`config.mk`:
```
export PLATFORM = sky130hd
export DESIGN_NAME = imem_loader
export DESIGN_NICKNAME = d
export VERILOG_FILES = /design/src/rtl/imem_loader_pkg.sv /design/src/rtl/imem_loader_word_assembler.sv /design/src/rtl/imem_loader.sv
export SDC_FILE = /design/constraint.sdc
export NUM_CORES = 1
export LEC_CHECK = 0
export CAP_MARGIN = 10
export CORE_ASPECT_RATIO = 0.9
export CORE_MARGIN = 3
export CORE_UTILIZATION = 25
export CTS_CLUSTER_SIZE = 10
export DETAILED_ROUTE_END_ITERATION = 16
export PLACE_DENSITY = 0.52
export SLEW_MARGIN = 5
export SYNTH_ARGS = -nofsm -noshare
export SYNTH_HDL_FRONTEND = slang
export SYNTH_SLANG_ARGS = --single-unit
```
`constraint.sdc`:
```
create_clock -name clk -period 1.86 [get_ports clk]
set_input_delay 0.186 -clock clk [delete_from_list [all_inputs] [get_ports clk]]
set_output_delay 0.186 -clock clk [all_outputs]
set_load 0.005 [all_outputs]
```
`src/rtl/imem_loader_pkg.sv`:
```
// Shared types and constants for the instruction-memory program loader.
package imem_loader_pkg;

  localparam int unsigned BYTES_PER_WORD = 4;
  localparam int unsigned LEN_BYTES      = 2;
  localparam int unsigned WORD_STRIDE    = 4;
  localparam int unsigned WORD_W         = 8 * BYTES_PER_WORD;
  localparam int unsigned CNT_W          = 8 * LEN_BYTES;

  typedef enum logic [2:0] {
    ST_IDLE,
    ST_LEN0,
    ST_LEN1,
    ST_DATA,
    ST_WRITE,
    ST_DONE,
    ST_ERR
  } state_t;

  function automatic logic takes_byte(input state_t s);
    return (s == ST_LEN0) || (s == ST_LEN1) || (s == ST_DATA);
  endfunction

  function automatic logic holds_cpu(input state_t s);
    return (s == ST_LEN0) || (s == ST_LEN1) || (s == ST_DATA) ||
           (s == ST_WRITE) || (s == ST_ERR);
  endfunction

endpackage

```
`src/rtl/imem_loader_word_assembler.sv`:
```
// Collects little-endian stream bytes into a word; flags when the next byte completes it.
module imem_loader_word_assembler
  import imem_loader_pkg::*;
(
  input  logic              clk,
  input  logic              reset,
  input  logic              take,
  input  logic [7:0]        data,
  output logic [WORD_W-1:0] word,
  output logic              last_byte
);

  localparam int unsigned IDX_W = $clog2(BYTES_PER_WORD);

  logic [IDX_W-1:0] idx;

  // First byte shifts down to bits 7:0 once the word is complete.
  always_ff @(posedge clk or negedge reset) begin
    if (!reset) begin
      idx       <= '0;
      word      <= '0;
      last_byte <= 1'b0;
    end else if (take) begin
      idx       <= idx + IDX_W'(1);
      word      <= {data, word[WORD_W-1:8]};
      last_byte <= (idx == IDX_W'(BYTES_PER_WORD - 2));
    end
  end

endmodule

```
`src/rtl/imem_loader.sv`:
```
// Fills instruction memory from a length-prefixed byte stream while holding the core.
module imem_loader
  import imem_loader_pkg::*;
#(
  parameter int unsigned N         = 32,
  parameter int unsigned DEPTH     = 256,
  parameter int unsigned BASE_ADDR = 0
) (
  input  logic         clk,
  input  logic         reset,
  input  logic         load_en,
  input  logic         rx_valid,
  input  logic [7:0]   rx_data,
  output logic         rx_ready,
  output logic         imem_we,
  output logic [N-1:0] imem_addr,
  output logic [N-1:0] imem_wdata,
  output logic         cpu_hold,
  output logic         done,
  output logic         error
);

  state_t              state;
  state_t              state_nx;
  logic [CNT_W-1:0]    remaining;
  logic [CNT_W-1:0]    len_c;
  logic                take_c;
  logic                last_byte;
  logic [WORD_W-1:0]   word;

  assign take_c = rx_valid && rx_ready;
  // During LEN1 the low count byte is parked in the remaining counter.
  assign len_c  = {rx_data, remaining[7:0]};

  imem_loader_word_assembler u_word_assembler (
    .clk       (clk),
    .reset     (reset),
    .take      (take_c && (state == ST_DATA)),
    .data      (rx_data),
    .word      (word),
    .last_byte (last_byte)
  );

  assign imem_wdata = N'(word);

  always_comb begin
    state_nx = state;
    case (state)
      ST_IDLE:  if (load_en) state_nx = ST_LEN0;
      ST_LEN0:  if (take_c) state_nx = ST_LEN1;
      ST_LEN1: begin
        if (take_c) begin
          if (len_c == '0)              state_nx = ST_DONE;
          else if (32'(len_c) > DEPTH)  state_nx = ST_ERR;
          else                          state_nx = ST_DATA;
        end
      end
      ST_DATA:  if (take_c && last_byte) state_nx = ST_WRITE;
      ST_WRITE: state_nx = (remaining == CNT_W'(1)) ? ST_DONE : ST_DATA;
      ST_DONE,
      ST_ERR:   if (!load_en) state_nx = ST_IDLE;
      default:  state_nx = ST_IDLE;
    endcase
  end

  // Outputs are registered as decodes of the state being entered.
  always_ff @(posedge clk or negedge reset) begin
    if (!reset) begin
      state     <= ST_IDLE;
      remaining <= '0;
      imem_addr <= N'(BASE_ADDR);
      rx_ready  <= 1'b0;
      imem_we   <= 1'b0;
      cpu_hold  <= 1'b0;
      done      <= 1'b0;
      error     <= 1'b0;
    end else begin
      state    <= state_nx;
      rx_ready <= takes_byte(state_nx);
      imem_we  <= (state_nx == ST_WRITE);
      cpu_hold <= holds_cpu(state_nx);
      done     <= (state_nx == ST_DONE);
      error    <= (state_nx == ST_ERR);
      case (state)
        ST_LEN0: if (take_c) remaining <= CNT_W'(rx_data);
        ST_LEN1: begin
          if (take_c) begin
            remaining <= len_c;
            imem_addr <= N'(BASE_ADDR);
          end
        end
        ST_WRITE: begin
          remaining <= remaining - CNT_W'(1);
          imem_addr <= imem_addr + N'(WORD_STRIDE);
        end
        default: ;
      endcase
    end
  end

endmodule

```
==> impl_metrics.csv, run 1 <==
group,metric,value,unit
run_status,outcome,"finished with violations",
run_status,violations,"negative setup slack",
grt,gr-usage-met2,0.203,
power,p_comb_frac,0.456,
route,vias,3660,
finish,nFillCells,1570,
setup_path,cp.arrival,2.14,ns
timing,relSlewSlack,0.652,
setup_path,worstSetupStartpointType,"flip-flop",
route,wl_per_cell,15.1,µm
grt,grt_max_degree,90,
power,internal_power,6.61,mW
grt,busiest_layer,"met2",
grt,grt_pass1_vias,3627,
placement,dp_cells,741,
synthesis,synth.area.mux_share,0.116,
power,clkPwrFrac,0.188,
timing,rsz0062_at_grt,"yes",
setup_path,critPathKind,"flip-flop to flip-flop",
synthesis,ys_ff_latch,89,
placement,portBuffers,78,
finish,finalNonFillerCells,763,
die,rows,44,
synthesis,synth_ff_type,"dfrtp_1",
synthesis,synthAdderAreaFrac,0.0146,
die,die_w,144,µm
placement,place_congestion,0.802,
route,route.detailed.drc,0,
setup_path,end_kind,"flip-flop",
route,firstDrtPassIters,4,
timing,tightestPinTransition,0.522,ns
synthesis,async_flop_share,1.00,
cts,numCtsBuffers,9,
placement,dp_hpwl,8270,µm
cts,clk_latency,0.35,ns
synthesis,synth_top_family_by_area,"simple AND/OR/NAND/NOR gates",
synthesis,synth-edff-count,0,
finish,final_cell_mix,"dfrtp_1 (86), clkdlybuf4s50_1 (77), buf_4 (64)",
cts,clock-sinks,89,
finish,register_area,0.00223,mm²
synthesis,syn_area,0.00428,mm²
grt,track_usage,0.127,
setup_path,required,2.09,ns
job,cap_violations,0,
timing,finalSetupTns,-0.0825,ns
timing,period_minus_slack,1.91,ns
finish,syn2layout_area_growth,47.0,%
finish,multiInputGateArea,0.00208,mm²
die,core_area,0.0165,mm²
timing,fin_crit_sh,1.03,
synthesis,yosys.area_share.simple,0.168,
die,die_area,0.0187,mm²
timing,fin_skew,0.00499,ns
min_path,hold_class,"input port to async pin",
setup_path,crit_path_max_fanout,2,
route,ant_nets,0,
die,initial_utilization,0.260,
synthesis,postSynthAreaPerCell,10.4,µm²
finish,drive_gt1_frac,0.281,
synthesis,synth_warnings,0,
route,via_per_inst,4.80,
synthesis,synth_xor_area_frac,0.00614,
power,p_total,10.2,mW
finish,final_util,0.382,
finish,diodes,0,
grt,antenna_found_initial,0,
finish,nets,568,
placement,place_area,0.00575,mm²
route,drt-total-wl,11500,µm
grt,grtUsageMet1,0.170,
placement,dp_slack,-0.351,ns
grt,grt_first_pass_wirelength,18900,µm
timing,finalSetupViolations,2,
synthesis,yosysUniqueCellTypes,52,
cts,cts_tree,"built",
die,ios,81,
power,powerDensity,1610,mW/mm²
cts,htreeDepth,3,
power,pwr-share-seq,0.355,
die,die_h,130,µm
timing,fmax,0.524,GHz
grt,grt_overflow,0,
finish,final_area,0.00629,mm²
timing,drv_slew,0,
timing,timing.hold.ws,0.378,ns
finish,final_common_cell,"dfrtp_1",
synthesis,synth_compound_area_frac,0.141,
cts,root_buffer,"clkbuf_16",
power,p_leak,2.75,nW
synthesis,seq_area_frac_synth,0.520,
cts,clkTransAtPathRegs,0.07,ns
power,irDropWorstVdd,613,µV
timing,fin_ws,-0.0470,ns
power,p_sw_frac,0.349,
grt,met3_usage,0.0246,
route,first_iter_violations,234,
synthesis,netlist_instances,411,
cts,clock_path_buffers,2,
timing,finalHoldViolCount,0,
power,p_switching,3.54,mW
cell type report:
| type | count | share of cell area |
|---|---|---|
| Sequential cell | 89 | 0.354 |
| Multi-Input combinational cell | 290 | 0.330 |
| Timing Repair Buffer | 151 | 0.219 |
| Tap cell | 207 | 0.0412 |
| Clock buffer | 9 | 0.0358 |
| Clock inverter | 7 | 0.0135 |
| Inverter | 10 | 0.00596 |
sequential cells by signal (all words and copies together) (netlist names):
register                    flops
error                           1
u_word_assembler.last_byte      1
done                            1
rx_ready                        1
cpu_hold                        1
remaining                      16
imem_addr                      30
u_word_assembler.idx            2
state                           3
u_word_assembler.word          32
imem_we                         1
power groups by stage:
stage                     registers (mW)  logic [mW]  clock network (mW)
after floorplan                     3.56        1.85                   0
after global placement              3.58        4.29                   0
after detailed placement            3.62        4.37                   0
after CTS                           3.59        4.47                1.98
after global routing                3.75        5.08                2.06
final                               3.61        4.64                1.91
routing by layer:
metal,routed length (µm),up-vias,share of wire
met2,5610,52,0.49
met1,5320,1808,0.46
met4,214,0,0.019
met5,0,-,0
met3,376,16,0.033
li1,-,1784,-
synth_stat cells, types with 9 or more instances:
cell type | count | area, µm²
clkbuf_1 | 12 | 45.0
o21ai_0 | 44 | 220
and3_1 | 12 | 75.1
nor3_1 | 10 | 50.1
nand4_1 | 9 | 56.3
inv_1 | 10 | 37.5
dfrtp_1 | 89 | 2230
nor2_1 | 20 | 75.1
mux2i_1 | 12 | 120
mux2_2 | 32 | 360
nand3_1 | 17 | 85.1
a21oi_1 | 16 | 80.1
nand2_1 | 42 | 158
final timing paths:
path | slack (ns) | cells past startpoint | from | end
setup / recovery | -0.05 | 5 | remaining[7] | cpu_hold
hold / removal | 0.38 | 3 | reset | u_word_assembler.word[5]
setup reg to reg | -0.05 | 5 | remaining[7] | cpu_hold
hold reg to reg | 0.48 | 1 | u_word_assembler.idx[0] | u_word_assembler.idx[0]
max in group asynchronous | 1.03 | 3 | reset | imem_we
min in group clk | 0.48 | 1 | u_word_assembler.idx[0] | u_word_assembler.idx[0]
cells by family (layout without fill, tap and decap cells):
family | after synthesis | after routing
and+or+nand+nor | 136 | 136
adders and majority gates | 5 | 5
muxes | 45 | 45
xor gates and xnor gates | 3 | 3
other | 1 | 2
DFF | 89 | 89
buffers and inverters | 33 | 177
AOI/OAI and AO/OA | 99 | 99
worst max-delay path: stages, from the launching register on:
cell and delay, ns:
dfrtp_1 0.41, nor4_4 0.31, a31o_2 0.24, a31oi_1 0.09, or4_4 0.44, mux2_4 0.31
what timing repair did:
item,4_1_cts,5_1_grt
pin swaps,3,9
resized for setup,13,38
buffers inserted,2,3
hold buffers,1,0
setup endpoints to repair,14,29
hold endpoints to repair,89,0
(Power assumes the default switching activity.)
==> inputs of run 2 (changes only) <==
- CELL_PAD_IN_SITES_DETAIL_PLACEMENT: default -> 0
- CELL_PAD_IN_SITES_GLOBAL_PLACEMENT: default -> 1
- CTS_BUF_LIST: default -> sky130_fd_sc_hd__clkbuf_16
- PLACE_DENSITY: 0.52 -> 0.62
==> impl_metrics.csv, run 2 (same netlist as run 1, synthesis figures left out) <==
group,metric,value,unit
finish,final_cell_mix,"dfrtp_1 (87), clkdlybuf4s50_1 (77), buf_4 (73)",
die,die_area,0.0187,mm²
placement,dp_hpwl,8600,µm
cts,numCtsBuffers,9,
power,p_leak,2.75,nW
placement,portBuffers,78,
min_path,hold_class,"input port to async pin",
setup_path,worstSetupStartpointType,"flip-flop",
setup_path,r2r_cells,5,
cts,cts_tree,"built",
route,firstDrtPassIters,4,
setup_path,critPathKind,"flip-flop to flip-flop",
timing,rsz0062_at_grt,"yes",
timing,fin_crit_sh,1.09,
route,drt-total-wl,11700,µm
grt,grt_max_degree,46,
cts,clock-sinks,89,
route,via_per_inst,4.80,
die,core_area,0.0165,mm²
setup_path,rr_endpoint,"cpu_hold",
grt,grt_first_pass_wirelength,19300,µm
die,die_h,130,µm
cts,htreeDepth,3,
finish,nFillCells,1582,
grt,grt_pass1_vias,3712,
setup_path,end_kind,"flip-flop",
timing,finalHoldViolCount,0,
route,wl_per_cell,15.2,µm
route,route.detailed.drc,0,
route,vias,3689,
placement,dp_slack,-0.372,ns
power,powerDensity,1620,mW/mm²
finish,largest_reg_flops,32,
cts,clkTransAtPathRegs,0.06,ns
finish,top_regs,"u_word_assembler.word: 32 flops, imem_addr: 30 flops, remaining: 16 flops",
power,irDropWorstVdd,591,µV
finish,final_common_cell,"dfrtp_1",
setup_path,cp.arrival,2.26,ns
setup_path,crit_path_max_fanout,6,
die,ios,81,
setup_path,required,2.09,ns
die,rows,44,
grt,antenna_found_initial,0,
die,die_w,144,µm
timing,period_minus_slack,2.03,ns
route,first_iter_violations,181,
finish,diodes,0,
job,cap_violations,0,
cts,root_buffer,"clkbuf_16",
grt,grt_overflow,0,
finish,nets,574,
timing,timing.hold.ws,0.288,ns
setup_path,rrSetupSlack,-0.17,ns
timing,drv_slew,0,
timing,finalSetupViolations,7,
timing,fmax,0.493,GHz
power,p_total,10.2,mW
route,ant_nets,0,
timing,fin_ws,-0.169,ns
cts,clk_latency,0.34,ns
setup_path,r2r-start,"remaining[7]",
finish,multiInputGateArea,0.00202,mm²
finish,regMostFlops,"u_word_assembler.word",
finish,syn2layout_area_growth,46.7,%
run_status,outcome,"finished with violations",
run_status,violations,"negative setup slack",
finish,drive_gt1_frac,0.269,
grt,track_usage,0.129,
die,initial_utilization,0.260,
finish,register_area,0.00223,mm²
cts,clock_path_buffers,2,
placement,place_congestion,0.807,
timing,fin_skew,0.00823,ns
-- run 2: cell count changes in the layout (fill, tap and decap cells not counted), sizes merged --
cell / change
buf: +6
bufinv: +1
clkinvlp: +1
inv: -2
-- run 2: cell type report --
type / instances / share of cell area
clock buffers: 9 / 0.0359
well taps: 207 / 0.0413
clock inverters: 7 / 0.0140
flip-flops and latches: 89 / 0.355
repair buffers: 157 / 0.226
inverters: 10 / 0.00598
multi-input cells: 290 / 0.322
-- run 2: worst max-delay path by stage --
stage / start / endpoint / slack (ns) / depth (start not counted)
CTS: remaining[5] / cpu_hold / -0.15 / 5
detailed placement: rx_data[2] / error / -0.37 / 8
global placement: rx_data[6] / error / -0.35 / 8
finish: remaining[7] / cpu_hold / -0.17 / 5
global route: remaining[7] / cpu_hold / -0.25 / 5
floorplan: remaining[7] / cpu_hold / -0.11 / 6
-- run 2: through the flow --
step | TNS, ns | instances | utilization | cell area (µm²)
after floorplan | -0.109 | 412 | - | 4290
after global placement | -2.77 | 749 | 0.353 | 5810
after detailed placement | -2.73 | 749 | 0.353 | 5810
after CTS | -0.490 | 767 | 0.376 | 6190
after global routing | -1.57 | 769 | 0.381 | 6280
final | -0.571 | 769 | 0.381 | 6280
-- run 2: critical path, stage by stage, from the launching register on --
cell	delay, ns
dfrtp_1	0.41
nor4_4	0.42
a31o_2	0.25
a31oi_1	0.09
or4_4	0.44
mux2_4	0.31
-- run 2: power breakdown --
part / internal (mW) / switching (mW) / total (mW)
clock network: 1.17 / 0.763 / 1.93
logic: 2.73 / 1.91 / 4.65
registers: 2.82 / 0.767 / 3.59
-- run 2: metal layers --
metal | up-vias | global-route usage | share of wire
met3 | 7 | 0.0260 | 0.030
met2 | 55 | 0.219 | 0.50
met1 | 1835 | 0.167 | 0.46
met5 | - | 0 | 0
li1 | 1792 | - | -
met4 | 0 | 0.0365 | 0.0097
-- run 2: repair_timing --
item                                    in CTS  in global routing
hold buffers                                 1                  0
buffers inserted                             1                  2
endpoints found under the setup margin      24                 30
resized for setup                           11                 18
pin swaps                                    5                  3
hold endpoints to repair                    22                  0
==> inputs of run 3 (changes only) <==
- CAP_MARGIN: 10 -> default
- GPL_ROUTABILITY_DRIVEN: default -> 0
==> results of run 3 <==
The final DEF is identical to that of run 2; final timing and power are the same.
==> patch 1 (flow settings as in run 3) <==
Encoding of `state_t`: now Gray code (3 bits for 7 states).
--- a/src/rtl/imem_loader_pkg.sv
+++ b/src/rtl/imem_loader_pkg.sv
@@ -9,11 +9,11 @@
 
   typedef enum logic [2:0] {
-    ST_IDLE,
-    ST_LEN0,
-    ST_LEN1,
-    ST_DATA,
-    ST_WRITE,
-    ST_DONE,
-    ST_ERR
+    ST_IDLE  = 3'b000,
+    ST_LEN0  = 3'b001,
+    ST_LEN1  = 3'b011,
+    ST_DATA  = 3'b010,
+    ST_WRITE = 3'b110,
+    ST_DONE  = 3'b111,
+    ST_ERR   = 3'b101
   } state_t;
 
Function: no difference found for any inputs over 10 cycles, from zero or initial values and one cycle with reset low; not proved beyond that.
==> patch 1 against run 3 <==
  * Worst setup slack improved by 0.22 ns
  * Sequential cell count did not move
  * Design area fell by 5.1%
  * Total power fell by 27%
  * Via count fell by 5.1%
  * Routed wire length fell by 4.4%
  * Area after synthesis fell by 0.85%
  * Cell count fell by 6.6%
==> patch 1: results (changes against run 3) <==
• final antenna diode count: 0, unchanged
• clock transition at the register clock pins on the worst setup and hold paths after CTS: 0.07 ns
• H-tree depth: 3, unchanged
• instance area at placement: 0.005552 mm², -4.5%
• largest registers: u_word_assembler.word: 32 flops, imem_addr: 30 flops, remaining: 16 flops
• synthesis warning total: 0, unchanged
• total half-perimeter wirelength after legalization and detailed placement: 8.291 mm, -3.6%
• parity-gate share of the synthesized area counting xor and xnor cells: 0.004127, -0.002011
• largest voltage drop on the vdd net: 0.5815 mV, -1.5%
• Worst Setup Slack post-DPL: 0.01167 ns, +0.3837 ns
• result of the run: finished, final reports clean
• Worst-Skew Late Latency: 0.34 ns, about the same
• layout cell share with drive strength beyond 1: 0.2231, -0.04559
• most common cell after layout, fill and taps aside: dfrtp_1
• cell count after placement: 699, -6.7%
• highest cell delay on the worst timing path: 0.49 ns, +0.05 ns
• post-synthesis adder-cell area fraction: 0.01474, +0.0001250
• share of synthesized area spent on multiplexers: 0.1114, -0.004317
• Synth Area in Compound Gates: 0.1235, -0.01737
• routed wirelength normalized by instance count: 15.56 µm, +2.4%
• Post-Layout Cell Count: 718, -6.6%
• CP max FO: 5, -1
• data arrival time of the critical path: 2.05 ns, -0.21 ns
• instance count of the mapped netlist: 385, -6.3%
• Final Net Count: 523, -8.9%
• power in sequential cells: 2.77 mW, -23%
• detailed-route vias per instance: 4.877, +1.7%
• largest net degree at the start of global routing: 46, unchanged
• top cells by area in the synthesized netlist: dfrtp_1 (52%), mux2_2 (8.2%), nand2_1 (3.4%)
• static leakage: 2.646 nW, -3.7%
• GRT Overall Usage: 0.1234, -0.005445
• Seq/Total Area, Yosys: 0.5248, +0.004448
• switching power as a share of total power: 0.3217, -0.01714
• top cells by count, synth: dfrtp_1 (89), nand2_1 (38), mux2_2 (31)
• class of the most critical hold timing path: input pin to async pin
• number of antenna violations at the first check in global routing: 0, unchanged
• TritonCTS buffer count: 9, unchanged
• proportion of power drawn by the clock network: 0.280, +0.090
• Post-Route Skew: 0.007518 ns, -0.0007116 ns
• largest buffer count on any clock path: 2, unchanged
• fraction of registers with async set/reset: 1.000, unchanged
• count of flip-flops with a built-in enable after synthesis: 0, unchanged
• PortBufs: 78, unchanged
• 1st-pass router iterations: 5, +1
• cell with the biggest individual delay on the critical path: or4_1
• P_clk: 2.08 mW, +8%
• ys flop type: dfrtp_1
• clock root buffer master: clkbuf_16
• first-iteration detailed-routing DRC count: 190, +5.0%
• post-synth cell types: 57, +9.6%
• wire length of the first global-routing pass: 18.23 mm, -5.3%
• number of global-route vias before repair: 3484, -6.1%
patch 1: timing repair:
item / 4_1_cts / 5_1_grt
setup buffers: 0 / 2
setup endpoints to repair: 0 / 34
resized for setup: 0 / 12
hold buffers: 1 / 0
hold endpoints to repair: 23 / 0
patch 1: critical path: cells and delay by family (launching register included):
kind	cells	cell delay (ns)
AOI/OAI and AO/OA	2	0.42
DFF	1	0.43
and+or+nand+nor	3	0.87
patch 1: worst paths after layout:
| kind | start | endpoint | slack (ns) | cells after the start |
|---|---|---|---|---|
| hold / removal | reset | imem_addr[7]$_DFFE_PN0P_ | 0.31 | 2 |
| setup / recovery | remaining[12]$_DFFE_PN0P_ | rx_ready$_DFF_PN0_ | 0.06 | 5 |
| max in group asynchronous | reset | remaining[8]$_DFFE_PN0P_ | 0.95 | 3 |
| hold reg to reg | imem_addr[31]$_DFFE_PN0P_ | imem_addr[31]$_DFFE_PN0P_ | 0.49 | 1 |
| setup reg to reg | remaining[12]$_DFFE_PN0P_ | rx_ready$_DFF_PN0_ | 0.06 | 5 |
| min in group clk | imem_addr[31]$_DFFE_PN0P_ | imem_addr[31]$_DFFE_PN0P_ | 0.49 | 1 |
patch 1: layer usage:
layer  global-route usage  wire length, µm  part of all wire  up-vias
li1                     -                -                 -     1660
met1               0.1647             5256              0.47     1726
met2               0.1978             5086              0.46      102
met3              0.04059              732             0.066       14
met4              0.02492               95            0.0085        0
met5                    0                0                 0        -
patch 1: area by class of cell:
cell class              instances  area [µm²]
clock buffers                   9       225.2
flip-flops and latches         89        2228
fillers                      1655       10450
clock inverters                 7       116.4
multi-input cells             269        1921
well taps                     207       259.0
inverters                      11       41.29
repair buffers                126        1166
==> patch 2 (config.mk and constraints of run 3) <==
Without the edit above. Set the package constant `BYTES_PER_WORD` to 2 (it was 4).
--- a/src/rtl/imem_loader_pkg.sv
+++ b/src/rtl/imem_loader_pkg.sv
@@ -2,5 +2,5 @@
 package imem_loader_pkg;
 
-  localparam int unsigned BYTES_PER_WORD = 4;
+  localparam int unsigned BYTES_PER_WORD = 2;
   localparam int unsigned LEN_BYTES      = 2;
   localparam int unsigned WORD_STRIDE    = 4;
Check against the original RTL: not equivalent (Yosys sat finds a counterexample within 10 cycles, from zero or initial values and one cycle with reset low).
==> patch 2 against run 3 <==
  * The flow still finishes with violations (setup timing)
  * Cell count fell by 8.3%
  * Sequential cell count fell by 18
  * Total power fell by 19%
  * Area after synthesis fell by 12%
  * Clock power fell by 6%
  * Design area fell by 13%
  * Worst setup slack improved by 0.049 ns
  * Routed wire length fell by 9.2%
  * Critical path type unchanged
  * Largest cell class is now multi-input gates
  * Largest power group unchanged
==> patch 2: results (changes against run 3) <==
• top cells by area in the synthesized netlist: dfrtp_1 (47%), o21ai_0 (5.6%), mux2_2 (4.8%)
• P_clk: 1.81 mW, -6%
• data arrival time of the critical path: 2.24 ns, -0.02 ns
• CP max FO: 3, -3
• Final Net Count: 523, -8.9%
• post-synthesis to final-layout area growth: 44.89%
• Final Power: 8.217 mW, -19%
• failing checks: setup timing
• total half-perimeter wirelength after legalization and detailed placement: 7.631 mm, -11%
• cell with the biggest individual delay on the critical path: or4b_4
• result of the run: finished, violations left
• largest net degree at the start of global routing: 72, +57%
• layout cell share with drive strength beyond 1: 0.2383, -0.03040
• Critical R2R Capture: rx_ready$_DFF_PN0_
• largest voltage drop on the vdd net: 0.5590 mV, -5.4%
• routed wirelength normalized by instance count: 15.05 µm, -0.95%
• post-synthesis adder-cell area fraction: 0.01335, -0.001264
• power in sequential cells: 2.66 mW, -26%
• Worst Setup Slack post-DPL: -0.1718 ns, +0.2002 ns
• number of cells upsized or downsized after cts: 4, -7
• static leakage: 2.313 nW, -16%
• cell count after placement: 684, -8.7%
• post-CTS setup buffer count: 2, +1
• instance count of the mapped netlist: 390, -5.1%
• wire length of the first global-routing pass: 16.91 mm, -12%
• Seq/Total Area, Yosys: 0.4740, -0.04635
• Post-Route Skew: 0.006727 ns, -0.001503 ns
• Setup-failing EPs final: 7, unchanged
• PortBufs: 62, -21%
• critical register-to-register path startpoint: remaining[1]$_DFFE_PN0P_
• setup total negative slack: -0.4260 ns, +0.1452 ns
• top cells by count, synth: dfrtp_1 (71), o21ai_0 (42), nand2_1 (37)
• total number of vias: 3364, -8.8%
• internal power summed over all cells: 5.344 mW, -20%
• 1st-pass router iterations: 6, +2
• Synth Area in Compound Gates: 0.1772, +0.03634
• delay-heaviest family, CP: compound AO/OA/AOI/OAI gates
• largest registers: imem_addr: 30 flops, remaining: 16 flops, u_word_assembler.word: 16 flops
• first-iteration detailed-routing DRC count: 239, +32%
• Worst Setup Slack, final: -0.1202 ns, +0.04873 ns
• parity-gate share of the synthesized area counting xor and xnor cells: 0.002336, -0.003802
• highest cell delay on the worst timing path: 0.47 ns, +0.03 ns
• cell depth of the worst flop-to-flop path: 7, +2
• instance area at placement: 0.004928 mm², -15%
• number of global-route vias before repair: 3183, -14%
• Worst Hold Slack: 0.3991 ns, +0.1106 ns
-- patch 2: changes by cell type in the layout (fill, tap and decap cells not counted), sizes merged, moves of 3 or more --
cell	run 3	this run
mux2	33	16
and3	12	5
nor4	4	7
nand2	42	37
buf	79	61
a21oi	16	21
a22o	5	0
a22oi	4	7
clkdlybuf4s50	77	61
dfrtp	89	71
conb	2	18
and4	1	5
-- patch 2: per-layer routing --
layer  up-vias  track usage  part of all wire
met5         -            0                 0
met4         0      0.04156             0.013
met3         7      0.02684             0.037
met2        63       0.1856              0.44
met1      1648       0.1898              0.51
li1       1646            -                 -
-- patch 2: final cells by class --
type | count | area, µm²
Multi-Input combinational cell | 292 | 1949
Inverter | 10 | 37.54
Fill cell | 1448 | 8932
Clock inverter | 7 | 88.84
Clock buffer | 9 | 225.2
Sequential cell | 71 | 1777
Tap cell | 193 | 241.5
Timing Repair Buffer | 123 | 1112
